`config.mk`:
```
export PLATFORM = sky130hd
export DESIGN_NAME = instr_sequencer
export DESIGN_NICKNAME = d
export VERILOG_FILES = /design/src/rtl/cpu_pkg.sv /design/src/rtl/branch_cond.sv /design/src/rtl/instr_sequencer.sv
export SDC_FILE = /design/constraint.sdc
export NUM_CORES = 1
export LEC_CHECK = 0
export CAP_MARGIN = 0
export CORE_UTILIZATION = 39
export CTS_CLUSTER_SIZE = 30
export DETAILED_ROUTE_END_ITERATION = 12
export PLACE_DENSITY = 0.69
export SLEW_MARGIN = 40
export SYNTH_ARGS = -nofsm -noshare
export SYNTH_HDL_FRONTEND = slang
export SYNTH_SLANG_ARGS = --single-unit
```
`constraint.sdc`:
```
create_clock -name clk -period 1.9 [get_ports clk]
set_clock_uncertainty 0.2 [all_clocks]
set_input_delay 0.19 -clock clk [delete_from_list [all_inputs] [get_ports clk]]
set_output_delay 0.19 -clock clk [all_outputs]
set_load 0.01 [all_outputs]
```
`src/rtl/cpu_pkg.sv`:
```
// Shared definitions for the accumulator CPU: opcodes, control-word bit
// positions and the instruction-sequencer state encoding.
package cpu_pkg;

   // Opcode map
   localparam logic [5:0] OP_BRZ = 6'd0;
   localparam logic [5:0] OP_BRN = 6'd1;
   localparam logic [5:0] OP_BRC = 6'd2;
   localparam logic [5:0] OP_BRO = 6'd3;
   localparam logic [5:0] OP_LD  = 6'd4;
   localparam logic [5:0] OP_ST  = 6'd5;
   localparam logic [5:0] OP_MOV = 6'd6;
   localparam logic [5:0] OP_BRA = 6'd7;
   localparam logic [5:0] OP_JMP = 6'd8;
   localparam logic [5:0] OP_ADD = 6'd9;
   localparam logic [5:0] OP_SUB = 6'd10;
   localparam logic [5:0] OP_ADC = 6'd11;
   localparam logic [5:0] OP_SBC = 6'd12;
   localparam logic [5:0] OP_AND = 6'd13;
   localparam logic [5:0] OP_OR  = 6'd14;
   localparam logic [5:0] OP_XOR = 6'd15;
   localparam logic [5:0] OP_MUL = 6'd16;
   localparam logic [5:0] OP_DIV = 6'd17;
   localparam logic [5:0] OP_MOD = 6'd18;
   localparam logic [5:0] OP_SHL = 6'd19;
   localparam logic [5:0] OP_SHR = 6'd20;
   localparam logic [5:0] OP_NOT = 6'd21;
   localparam logic [5:0] OP_RET = 6'd22;
   localparam logic [5:0] OP_CMP = 6'd23;
   localparam logic [5:0] OP_TST = 6'd24;
   localparam logic [5:0] OP_INC = 6'd25;
   localparam logic [5:0] OP_DEC = 6'd26;

   // Control-word bit positions
   localparam int CTRL_NEXT  = 7;
   localparam int CTRL_BR    = 6;
   localparam int CTRL_ALUOP = 5;
   localparam int CTRL_LSE   = 4;
   localparam int CTRL_LDM   = 3;
   localparam int CTRL_LACC  = 2;
   localparam int CTRL_ABS   = 1;
   localparam int CTRL_SPO   = 0;

   // Decoder output for an opcode it does not recognise
   localparam logic [7:0] CTRL_ILLEGAL = 8'hFF;

   // Sequencer states
   typedef enum logic [2:0] {
      ST_IDLE     = 3'd0,
      ST_FETCH    = 3'd1,
      ST_DECODE   = 3'd2,
      ST_EXEC     = 3'd3,
      ST_WAIT_ALU = 3'd4,
      ST_MEM      = 3'd5,
      ST_WB       = 3'd6,
      ST_HALT     = 3'd7
   } state_t;

endpackage

```
`src/rtl/branch_cond.sv`:
```
// Conditional-branch flag selector: brz/brn/brc/bro test Z/N/C/O, which sit
// at flags[0..3] in the same order as the low two opcode bits.
module branch_cond (
   input  logic [1:0] sel,
   input  logic [3:0] flags,
   output logic       taken
);

   assign taken = flags[sel];

endmodule

```
`src/rtl/instr_sequencer.sv`:
```
// Multi-cycle instruction-cycle controller for the accumulator CPU.
//
// Handshakes: instr_valid, alu_done and mem_ack are single-bit "done"
// indications that are only looked at in the state that owns them (FETCH,
// WAIT_ALU, MEM); the sequencer holds its request (fetch_req, mem_rd/mem_wr)
// steady until the matching indication is seen, and the completing cycle
// is the cycle the indication is high. start is only looked at in IDLE.
module instr_sequencer
   import cpu_pkg::*;
#(
   parameter int OPC_W    = 6,
   parameter int CTRL_W   = 8,
   parameter int MAX_WAIT = 32,
   parameter int RET_W    = 16
) (
   input  logic              clk,
   input  logic              rst,
   input  logic              start,
   input  logic              instr_valid,
   input  logic [OPC_W-1:0]  opCode,
   input  logic [CTRL_W-1:0] ctrl,
   input  logic [3:0]        flags,
   input  logic              alu_done,
   input  logic              mem_ack,
   output logic              fetch_req,
   output logic              ir_load,
   output logic              pc_inc,
   output logic              pc_load,
   output logic              sp_op,
   output logic              alu_start,
   output logic              mem_rd,
   output logic              mem_wr,
   output logic              acc_load,
   output logic              halted,
   output logic              err,
   output logic [2:0]        state,
   output logic [RET_W-1:0]  retired
);

   localparam int CNT_W = (MAX_WAIT > 2) ? $clog2(MAX_WAIT) : 1;

   state_t            state_q;
   logic [OPC_W-1:0]  op_q;
   logic [CTRL_W-1:0] ctrl_q;
   logic [CNT_W-1:0]  wait_cnt;
   logic              retire;
   logic              taken;

   // Instruction-class decode of the latched instruction
   logic is_illegal, is_branch, is_cond, is_mem, is_load, is_long, no_acc;
   assign is_illegal = (ctrl_q == CTRL_W'(CTRL_ILLEGAL));
   assign is_branch  = !is_illegal && ctrl_q[CTRL_BR] && !ctrl_q[CTRL_ALUOP]
                       && !ctrl_q[CTRL_LDM];
   assign is_cond    = (op_q <= OPC_W'(OP_BRO));
   assign is_load    = ctrl_q[CTRL_LDM];
   assign is_mem     = is_load || (op_q == OPC_W'(OP_ST));
   assign is_long    = (op_q == OPC_W'(OP_MUL)) || (op_q == OPC_W'(OP_DIV))
                       || (op_q == OPC_W'(OP_MOD));
   assign no_acc     = (op_q == OPC_W'(OP_CMP)) || (op_q == OPC_W'(OP_TST));

   // next, lacc and abs steer other datapath blocks, not the sequencer
   logic unused_ctrl;
   assign unused_ctrl = &{1'b0, ctrl_q[CTRL_NEXT], ctrl_q[CTRL_LACC],
                          ctrl_q[CTRL_ABS]};

   branch_cond u_branch_cond (
      .sel   (op_q[1:0]),
      .flags (flags),
      .taken (taken)
   );

   assign state = state_q;

   // Phase strobes decoded from the current state and the latched instruction
   always_comb begin
      fetch_req = 1'b0;
      ir_load   = 1'b0;
      pc_inc    = 1'b0;
      pc_load   = 1'b0;
      sp_op     = 1'b0;
      alu_start = 1'b0;
      mem_rd    = 1'b0;
      mem_wr    = 1'b0;
      acc_load  = 1'b0;
      halted    = 1'b0;
      retire    = 1'b0;
      case (state_q)
         ST_FETCH: begin
            fetch_req = 1'b1;
            ir_load   = instr_valid;
         end
         ST_DECODE: begin
            if (is_branch) begin
               if (is_cond && !taken) pc_inc = 1'b1;
               else                   pc_load = 1'b1;
               sp_op  = ctrl_q[CTRL_SPO];
               retire = 1'b1;
            end
         end
         ST_EXEC: alu_start = 1'b1;
         ST_MEM: begin
            mem_rd = is_load;
            mem_wr = !is_load;
            if (mem_ack && !is_load) begin
               pc_inc = 1'b1;
               retire = 1'b1;
            end
         end
         ST_WB: begin
            acc_load = !no_acc;
            pc_inc   = 1'b1;
            retire   = 1'b1;
         end
         ST_HALT: halted = 1'b1;
         default: ;
      endcase
   end

   // Sequencer state, latched instruction, ALU wait counter, error and retire count
   always_ff @(posedge clk or posedge rst) begin
      if (rst) begin
         state_q  <= ST_IDLE;
         op_q     <= '0;
         ctrl_q   <= '0;
         wait_cnt <= '0;
         err      <= 1'b0;
         retired  <= '0;
      end else begin
         if (retire) retired <= retired + 1'b1;
         case (state_q)
            ST_IDLE: if (start) state_q <= ST_FETCH;
            ST_FETCH: begin
               if (instr_valid) begin
                  op_q    <= opCode;
                  ctrl_q  <= ctrl;
                  state_q <= ST_DECODE;
               end
            end
            ST_DECODE: begin
               if (is_illegal) begin
                  err     <= 1'b1;
                  state_q <= ST_HALT;
               end else if (is_branch)         state_q <= ST_FETCH;
               else if (is_mem)                state_q <= ST_MEM;
               else if (ctrl_q[CTRL_ALUOP])    state_q <= ST_EXEC;
               else                            state_q <= ST_WB;
            end
            ST_EXEC: begin
               if (is_long) begin
                  wait_cnt <= '0;
                  state_q  <= ST_WAIT_ALU;
               end else begin
                  state_q  <= ST_WB;
               end
            end
            ST_WAIT_ALU: begin
               wait_cnt <= wait_cnt + 1'b1;
               if (alu_done) begin
                  state_q <= ST_WB;
               end else if (wait_cnt == CNT_W'(MAX_WAIT - 1)) begin
                  err     <= 1'b1;
                  state_q <= ST_HALT;
               end
            end
            ST_MEM: if (mem_ack) state_q <= is_load ? ST_WB : ST_FETCH;
            ST_WB:   state_q <= ST_FETCH;
            ST_HALT: state_q <= ST_HALT;
            default: state_q <= ST_IDLE;
         endcase
      end
   end

endmodule

```
==> flow_summary.json <==
{
  "status": "finished with violations",
  "violations": "negative setup slack",
  "p_seq_share_pct": 32.1,
  "ir_worst_vdd_mv": 0.7332,
  "cts-root-buf": "clkbuf_8",
  "post_dp_cell_area_mm2": 0.002791,
  "cts_buffers": 5,
  "hold_violations": 0,
  "wirelength_mm": 5.742,
  "synthArstFlopShare_pct": 100.0,
  "cts_tree": "yes",
  "drc": 0,
  "critPathArrivalTime_ns": 1.91,
  "p_leak_uw": 0.001480,
  "finalWorstSetupSlack_ns": -0.3953,
  "antenna_cells": 0,
  "hp-class": "primary input to async pin",
  "h-tree-depth": 2,
  "antenna_found_initial": 0,
  "grt_pass1_vias": 1764,
  "numClockSinks": 39,
  "syn_area_mm2": 0.002002,
  "drtIter0Drc": 82,
  "ys_seq_area_share_pct": 48.75,
  "power_density_mw_per_mm2": 1357,
  "drive_gt1_share_pct": 39.16,
  "fin_nets": 312,
  "overflow": 0,
  "fin_crit_ns": 2.295,
  "grt_max_degree": 40,
  "syn_avg_cell_area_um2": 10.71,
  "core_area_mm2": 0.004817,
  "ys.flop_type": "dfrtp_1",
  "grt_pass1_wl_mm": 8.197,
  "synthTopCellsByArea": "dfrtp_1 49%, mux2_2 7.9%, xnor2_1 4.8%",
  "finalCritPeriodShare_pct": 120.8,
  "fmax_mhz": 435.7,
  "gp_congestion": 0.8234,
  "crit_path_start_kind": "register",
  "wl_per_cell_um": 16.27,
  "max-clock-path-buffers": 2,
  "syn-num-nets": 214,
  "drt_first_pass_iters": 4,
  "synth_edf_count": 0,
  "antenna_left": 0,
  "slew_headroom_pct": 65.88,
  "post-place-cells": 329,
  "setup-violations-final": 27,
  "max_slew.worst_pin.slew_ns": 0.5118,
  "die_width_um": 73.65,
  "postLayoutCoreUtil_pct": 68.08,
  "worstSkewPairLatency_ns": 0.30,
  "sw_frac_of_total_pct": 37.29,
  "crit_path_end_kind": "primary output",
  "total_power_uw": 4451,
  "ys_warn_count": 0,
  "stdcell_count": 353,
  "path_clk_slew_ns": 0.08,
  "vias": 1834,
  "p_switching_uw": 1660,
  "die_h_um": 73.65,
  "path_max_fanout": 2,
  "start_util_pct": 41.56,
  "synth.top_cell.area_share_pct": 48.75,
  "syn_inst": 187,
  "dieArea_mm2": 0.005424,
  "drv_slew": 0,
  "max_cap_violations": 0,
  "yosys.cell_types.count": 45,
  "internal_power_uw": 2791,
  "hpwlAfterDp_mm": 3.502,
  "io_pins": 54,
  "path_class": "register to primary output",
  "port_buffers": 53,
  "p_clk_share_pct": 12.5,
  "fin_area_mm2": 0.003279,
  "yosysTopAreaCell": "dfrtp_1",
  "area_growth_pct": 63.81,
  "grt_setup_unrepaired": "yes",
  "via_per_inst": 5.195,
  "rows": 25,
  "power_frac_comb_pct": 55.5,
  "ys_seq_elements": 39,
  "grt.total_usage_pct": 20.15,
  "critical_path_required_ns": 1.51
}
worst max-delay path: stages (launching register included):
cell and delay, ns:
dfrtp_1 0.37, mux4_2 0.49, or4_4 0.46, o21ai_2 0.14, buf_2 0.14
area by class of cell:
class                   instances  area (um^2)
clock buffers                   5        68.82
repair buffers                 97        913.4
well taps                      67        83.83
inverters                       5        18.77
multi-input cells             137         1204
clock inverters                 3        15.01
fillers                       366         1538
flip-flops and latches         39        975.9
kinds of logic (layout without fill, tap and decap cells):
family                     Yosys count  count (layout)  share of synthesized area (%)
muxes                               15              15                          9.000
DFF                                 39              39                          48.75
xor gates and xnor gates            17              17                          7.437
buffers and inverters               11             110                          2.687
adders and majority gates            3               3                          1.875
AOI/OAI and AO/OA                   26              26                          9.314
and+or+nand+nor                     76              76                          20.94
flip-flops by register name (all words and copies together), names as in the netlist:
register,cells
state,3
retired,16
err,1
ctrl_q,8
op_q,6
wait_cnt,5
power by group through the flow:
stage / Combinational [uW] / Sequential [uW] / Clock (uW)
after floorplan: 943 / 1420 / 0
after global placement: 1820 / 1370 / 0
after detailed placement: 1860 / 1390 / 0
after CTS: 2040 / 1400 / 576
after global routing: 2640 / 1470 / 604
final: 2470 / 1430 / 555
cells in the final DEF (no fill, tap or decap), types with 2 or more instances in the layout:
cell and n:
inv_1 5, xnor2_1 8, clkbuf_8 5, dfrtp_1 39, buf_4 30, nor2_1 11
buf_6 16, nand3_4 2, a221o_1 2, clkdlybuf4s50_1 41, nand2_1 13, nand3_1 2
ha_1 3, o21ai_0 6, nand4_1 7, a21oi_1 3, nand2_4 2, o21ai_2 3
or3_1 2, and3_1 4, xnor2_2 3, dlygate4sd2_1 2, nor2b_2 2, and3_4 3
xor2_1 6, nor3_2 2, nor3_1 3, and2_4 3, clkinv_2 3, buf_2 3
nand2_2 3, nor2b_1 4, mux2_4 13, clkbuf_2 2
what timing repair did:
item / 4_1_cts / 5_1_grt
hold buffers: 0 / 0
buffers inserted: 8 / 12
cloned: 0 / 1
gates resized for setup: 56 / 56
setup endpoints to repair: 27 / 34
pin swaps: 5 / 16
routing by layer:
metal  routed length [um]  vias to the layer above  GRT usage [%]
met4                  138                        0          7.051
met3                  277                       12          5.624
met2                 2775                       54          32.31
li1                     -                      866              -
met5                    0                        -              0
met1                 2551                      902          26.10
worst paths after layout:
kind	start	endpoint	slack (ns)	cells after the start
worst max-delay path	op_q[0]$_DFFE_PP0P_	pc_inc	-0.40	4
worst min-delay path	rst	retired[15]$_DFFE_PP0P_	0.12	3
worst max register to register	state[0]$_DFFE_PP0P_	retired[1]$_DFFE_PP0P_	-0.13	8
worst min register to register	retired[15]$_DFFE_PP0P_	retired[15]$_DFFE_PP0P_	0.28	1
max in group asynchronous	rst	op_q[1]$_DFFE_PP0P_	1.03	3
min in group clk	retired[15]$_DFFE_PP0P_	retired[15]$_DFFE_PP0P_	0.28	1
cell usage after synthesis, types with 3 or more instances:
cell type,number
a21oi_1,3
and2_1,3
and3_1,7
buf_4,3
dfrtp_1,39
ha_1,3
inv_1,5
mux2_2,14
nand2_1,18
nand3_1,4
nand4_1,7
nor2_1,12
nor2b_1,6
nor3_1,5
o21ai_0,8
xnor2_1,11
xor2_1,6
metrics by stage:
step / hold WS (ns) / setup slack [ns] / setup TNS (ns)
floorplan: 0.1068 / -0.01268 / -0.01268
finish: 0.1159 / -0.3953 / -1.752
global route: 0.1772 / -0.4507 / -3.495
detailed placement: 0.2708 / -0.6419 / -1.942
global placement: 0.2667 / -0.6155 / -1.640
CTS: 0.1223 / -0.3663 / -1.541
Power figures use the tool's default switching activity.
==> variant 1, RTL diff (same settings) <==
`RET_W`: 16 -> 32.
--- a/src/rtl/instr_sequencer.sv
+++ b/src/rtl/instr_sequencer.sv
@@ -12,5 +12,5 @@
    parameter int CTRL_W   = 8,
    parameter int MAX_WAIT = 32,
-   parameter int RET_W    = 16
+   parameter int RET_W    = 32
 ) (
    input  logic              clk,
Ports: changed (resized retired); port bits go from 54 to 70. No check against the original RTL was run, so the function may have changed too.
==> variant 1 against the original RTL <==
- the flow still finishes with violations (setup timing)
- global-route usage up 0.43 points
- synthesized area up 40%
- setup slack better by 0.020 ns
- design area up 46%
- power up 22%
- sequential cell count up 16
- wire length up 40%
- first-iteration DRC count up 33%
- largest cell class unchanged
- largest power group unchanged
==> variant 1: results (changes against the original RTL) <==
| Metric | Value |
|---|---|
| Worst setup path endpoint | pc_load |
| Post-DP HPWL | 5.09 mm (+45%) |
| Most numerous cell types in the synthesized netlist | dfrtp_1 (55), nor2_1 (24), nand2_1 (20) |
| Arithmetic-cell share of the synthesized area counting full adders, half adders and majority gates | 1.34% (-0.53 points) |
| Met3 wire len | 353 µm (+27%) |
| Largest net degree at the start of global routing | 56 (+40%) |
| Total number of nets in the final design | 439 (+41%) |
| Number of sinks driven by the clock tree | 55 (+41%) |
| Outcome | finished with violations |
| Total number of vias | 2559 (+40%) |
| Grt met3 use | 4.00% (-1.6 points) |
| DP Worst Slack | -0.645 ns (-0.00322 ns) |
| Number of buffers added on ports | 69 (+30%) |
| Failing checks | setup timing |
| Fill count | 517 (+41%) |
| Area fraction in compound gates after synthesis | 6.22% (-3.1 points) |
| Syn Nets | 288 (+35%) |
| Clk Latency, worst-skew pair | 0.32 ns (+0.02 ns) |
| Via count of the first global-routing pass | 2452 (+39%) |
| Worst path setup slack after routing | -0.375 ns (+0.0198 ns) |
| Fraction of met1 tracks used by global routing | 27.3% (+1.2 points) |
| Amount of wire on met2 after detailed routing | 3.97 mm (+43%) |
| Main area contributors after synthesis | dfrtp_1 (49%), mux2_2 (6.0%), xor2_1 (5.3%), xnor2_1 (5.0%), nor2_1 (3.2%) |
| Setup Fix Bufs, Post-CTS | 13 (+5) |
| Post-cts repair resize count | 87 (+55%) |
| Endpoints failing setup | 54 (+100%) |
| Wire length on met1 | 3.51 mm (+37%) |
| GRT Overall Usage | 20.6% (+0.43 points) |
| Total Wirelength | 8.01 mm (+40%) |
| Register-to-register setup slack | -0.25 ns (-0.12 ns) |
| Layout cell share with drive strength beyond 1 | 43.6% (+4.4 points) |
| Met2 Resource Use GR | 34.2% (+1.9 points) |
| First-pass GRT wire length | 12.0 mm (+46%) |
variant 1: power breakdown:
part / internal [µW] / total, µW / switching [µW]
logic: 1730 / 3090 / 1370
registers: 1480 / 1700 / 219
clock network: 260 / 648 / 388
variant 1: metrics by stage:
step / cell area, µm² / hold WS (ns) / setup TNS (ns) / utilization, % / cells
after floorplan: 2880 / 0.107 / -1.40 / - / 261
after global placement: 4140 / 0.256 / -7.55 / 60.3 / 481
after detailed placement: 4140 / 0.271 / -8.25 / 60.3 / 481
after CTS: 4570 / 0.0510 / -4.22 / 66.5 / 503
after global routing: 4790 / 0.0645 / -10.39 / 69.7 / 509
final: 4790 / 0.0336 / -7.32 / 69.7 / 509
variant 1: cell type report:
class | instances | area [µm²] | area share (%)
repair buffers | 152 | 1430 | 29.9
clock buffers | 7 | 76.3 | 1.59
multi-input cells | 191 | 1750 | 36.5
inverters | 7 | 26.3 | 0.548
clock inverters | 1 | 5.00 | 0.104
well taps | 96 | 120 | 2.51
flip-flops and latches | 55 | 1380 | 28.9
==> variant 2, RTL diff (config.mk and constraints unchanged) <==
Without the edit above. Make the reset (`rst`) synchronous in one clocked block.
--- a/src/rtl/instr_sequencer.sv
+++ b/src/rtl/instr_sequencer.sv
@@ -118,5 +118,5 @@
 
    // Sequencer state, latched instruction, ALU wait counter, error and retire count
-   always_ff @(posedge clk or posedge rst) begin
+   always_ff @(posedge clk) begin
       if (rst) begin
          state_q  <= ST_IDLE;
Formal check against the unedited RTL: differs if rst is asserted again (counterexample within 4 cycles, from zero or initial values and one cycle with rst high); with rst held inactive, the same outputs for 10 cycles.
==> variant 2 against the original RTL <==
- largest cell class unchanged
- the flow still finishes with violations (setup timing)
- synthesized area increased by 7.2%
- critical path depth unchanged
- design area is 7.6% higher
- sequential cell count unchanged
- setup slack improved by 0.10 ns
- wire length grew 4.6%
- highest routed layer unchanged
- critical path type unchanged
Power is not compared: it rests on default switching activity, and its combinational part moved more than twofold at a synthesized area within 25%.
==> variant 2: results (changes against the original RTL) <==
| Metric | Value |
|---|---|
| Most used flip-flop cell after synthesis | dfxtp_1 |
| Post-DP HPWL | 4.15 mm (+19%) |
| Most numerous cell types in the synthesized netlist | dfxtp_1 (39), nand2_1 (39), a21oi_1 (27), nor2_1 (27), nor2b_1 (18) |
| Total number of nets in the final design | 397 (+27%) |
| Reg-to-reg startpoint | ctrl_q[3]$_SDFFE_PP0P_ |
| Largest net degree at the start of global routing | 53 (+33%) |
| GRT Overall Usage | 20.8% (+0.61 points) |
| First-pass GRT wire length | 9.80 mm (+20%) |
| Sequential fraction of the synthesis area | 36.4% (-12 points) |
| Synthesized area per cell | 8.10 µm² (-24%) |
| End of the worst register-to-register path | retired[10]$_SDFFE_PP0P_ |
| Number of buffers added on ports | 53 (unchanged) |
| Syn Nets | 292 (+36%) |
| Async set-or-reset flop fraction in the synthesized netlist | 0% (-100 points) |
| Via count of the first global-routing pass | 2096 (+19%) |
| Endpoints failing setup | 6 (-78%) |
| Failing checks | setup timing |
| Main area contributors after synthesis | dfxtp_1 (36%), nand2_1 (6.8%), a21oi_1 (6.3%), mux2_2 (5.2%), nor2b_1 (5.2%) |
| Layout Cells excl Fill | 441 (+25%) |
| Clk Latency, worst-skew pair | 0.30 ns (about the same) |
| Number of cell instances on the worst register-to-register path | 5 (-3) |
| Grt met3 use | 4.07% (-1.6 points) |
| WP data arrival | 1.80 ns (-0.11 ns) |
| Critical Path Source | op_q[0]$_SDFFE_PP0P_ |
| Outcome | finished with violations |
| Wire length on met1 | 2.88 mm (+13%) |
| Layout cell share with drive strength beyond 1 | 34.0% (-5.2 points) |
| Remaining max-slew budget at the tightest pin | 70.7% (+4.9 points) |
| Worst min path class | in -> reg |
| Worst path setup slack after routing | -0.293 ns (+0.103 ns) |
| Total number of yosys warnings | 0 (unchanged) |
| Total Wirelength | 6.01 mm (+4.6%) |
| Number of diodes | 0 (unchanged) |
| Amount of wire on met2 after detailed routing | 2.73 mm (-1.8%) |
| DP Cell Count | 421 (+28%) |
| DP Worst Slack | -0.705 ns (-0.0632 ns) |
| Register-to-register setup slack | -0.01 ns (+0.12 ns) |
| Met2 Resource Use GR | 32.3% (-0.041 points) |
| Total number of vias | 2305 (+26%) |
| Total negative slack | -0.761 ns (+0.991 ns) |
variant 2: cell type report:
class                      instances  area (µm²)
timing repair buffer             111         983
clock buffer                       7        76.3
multi-input combinational        207        1560
fill                             439        1680
inverter                           6        22.5
tap                               70        87.6
clock inverter                     1        5.00
sequential                        39         795
variant 2: kinds of logic (layout without fill, tap and decap cells):
| family | after synthesis | count (layout) | share of synthesized area, % |
|---|---|---|---|
| flip-flops | 39 | 39 | 36.4 |
| AO/OA/AOI/OAI | 60 | 60 | 18.6 |
| multiplexers | 14 | 14 | 7.87 |
| buffers and inverters | 19 | 125 | 3.44 |
| adder cells (fa/ha/maj) | 3 | 3 | 1.75 |
| AND/OR/NAND/NOR | 130 | 130 | 32.0 |
variant 2: how the worst min path moves through the flow:
stage / end / slack [ns] / cells past startpoint
floorplan: op_q[0]$_SDFFE_PP0P_ / 0.12 / 2
global placement: ctrl_q[1]$_SDFFE_PP0P_ / 0.24 / 2
detailed placement: ctrl_q[1]$_SDFFE_PP0P_ / 0.25 / 2
CTS: op_q[1]$_SDFFE_PP0P_ / 0.23 / 3
global route: op_q[5]$_SDFFE_PP0P_ / 0.26 / 3
finish: op_q[1]$_SDFFE_PP0P_ / 0.23 / 3
variant 2: stage by stage:
step,util (%),area [µm²]
global route,67.8,3530
floorplan,-,2190
detailed placement,59.8,3110
CTS,62.6,3260
finish,67.8,3530
global placement,59.8,3110
variant 2: worst max-delay path: cells and delay by family (launching register included):
family,cells,cell delay [ns]
AND/OR/NAND/NOR,1,0.40
multiplexers,1,0.49
flip-flops,1,0.34
buffers and inverters,1,0.15
AO/OA/AOI/OAI,1,0.13
variant 2: repair_timing:
item                                    4_1_cts  5_1_grt
pin swaps                                     4       13
gates resized for setup                      40       54
buffers inserted                              3        9
hold buffers                                  0        0
endpoints found under the setup margin       15       21
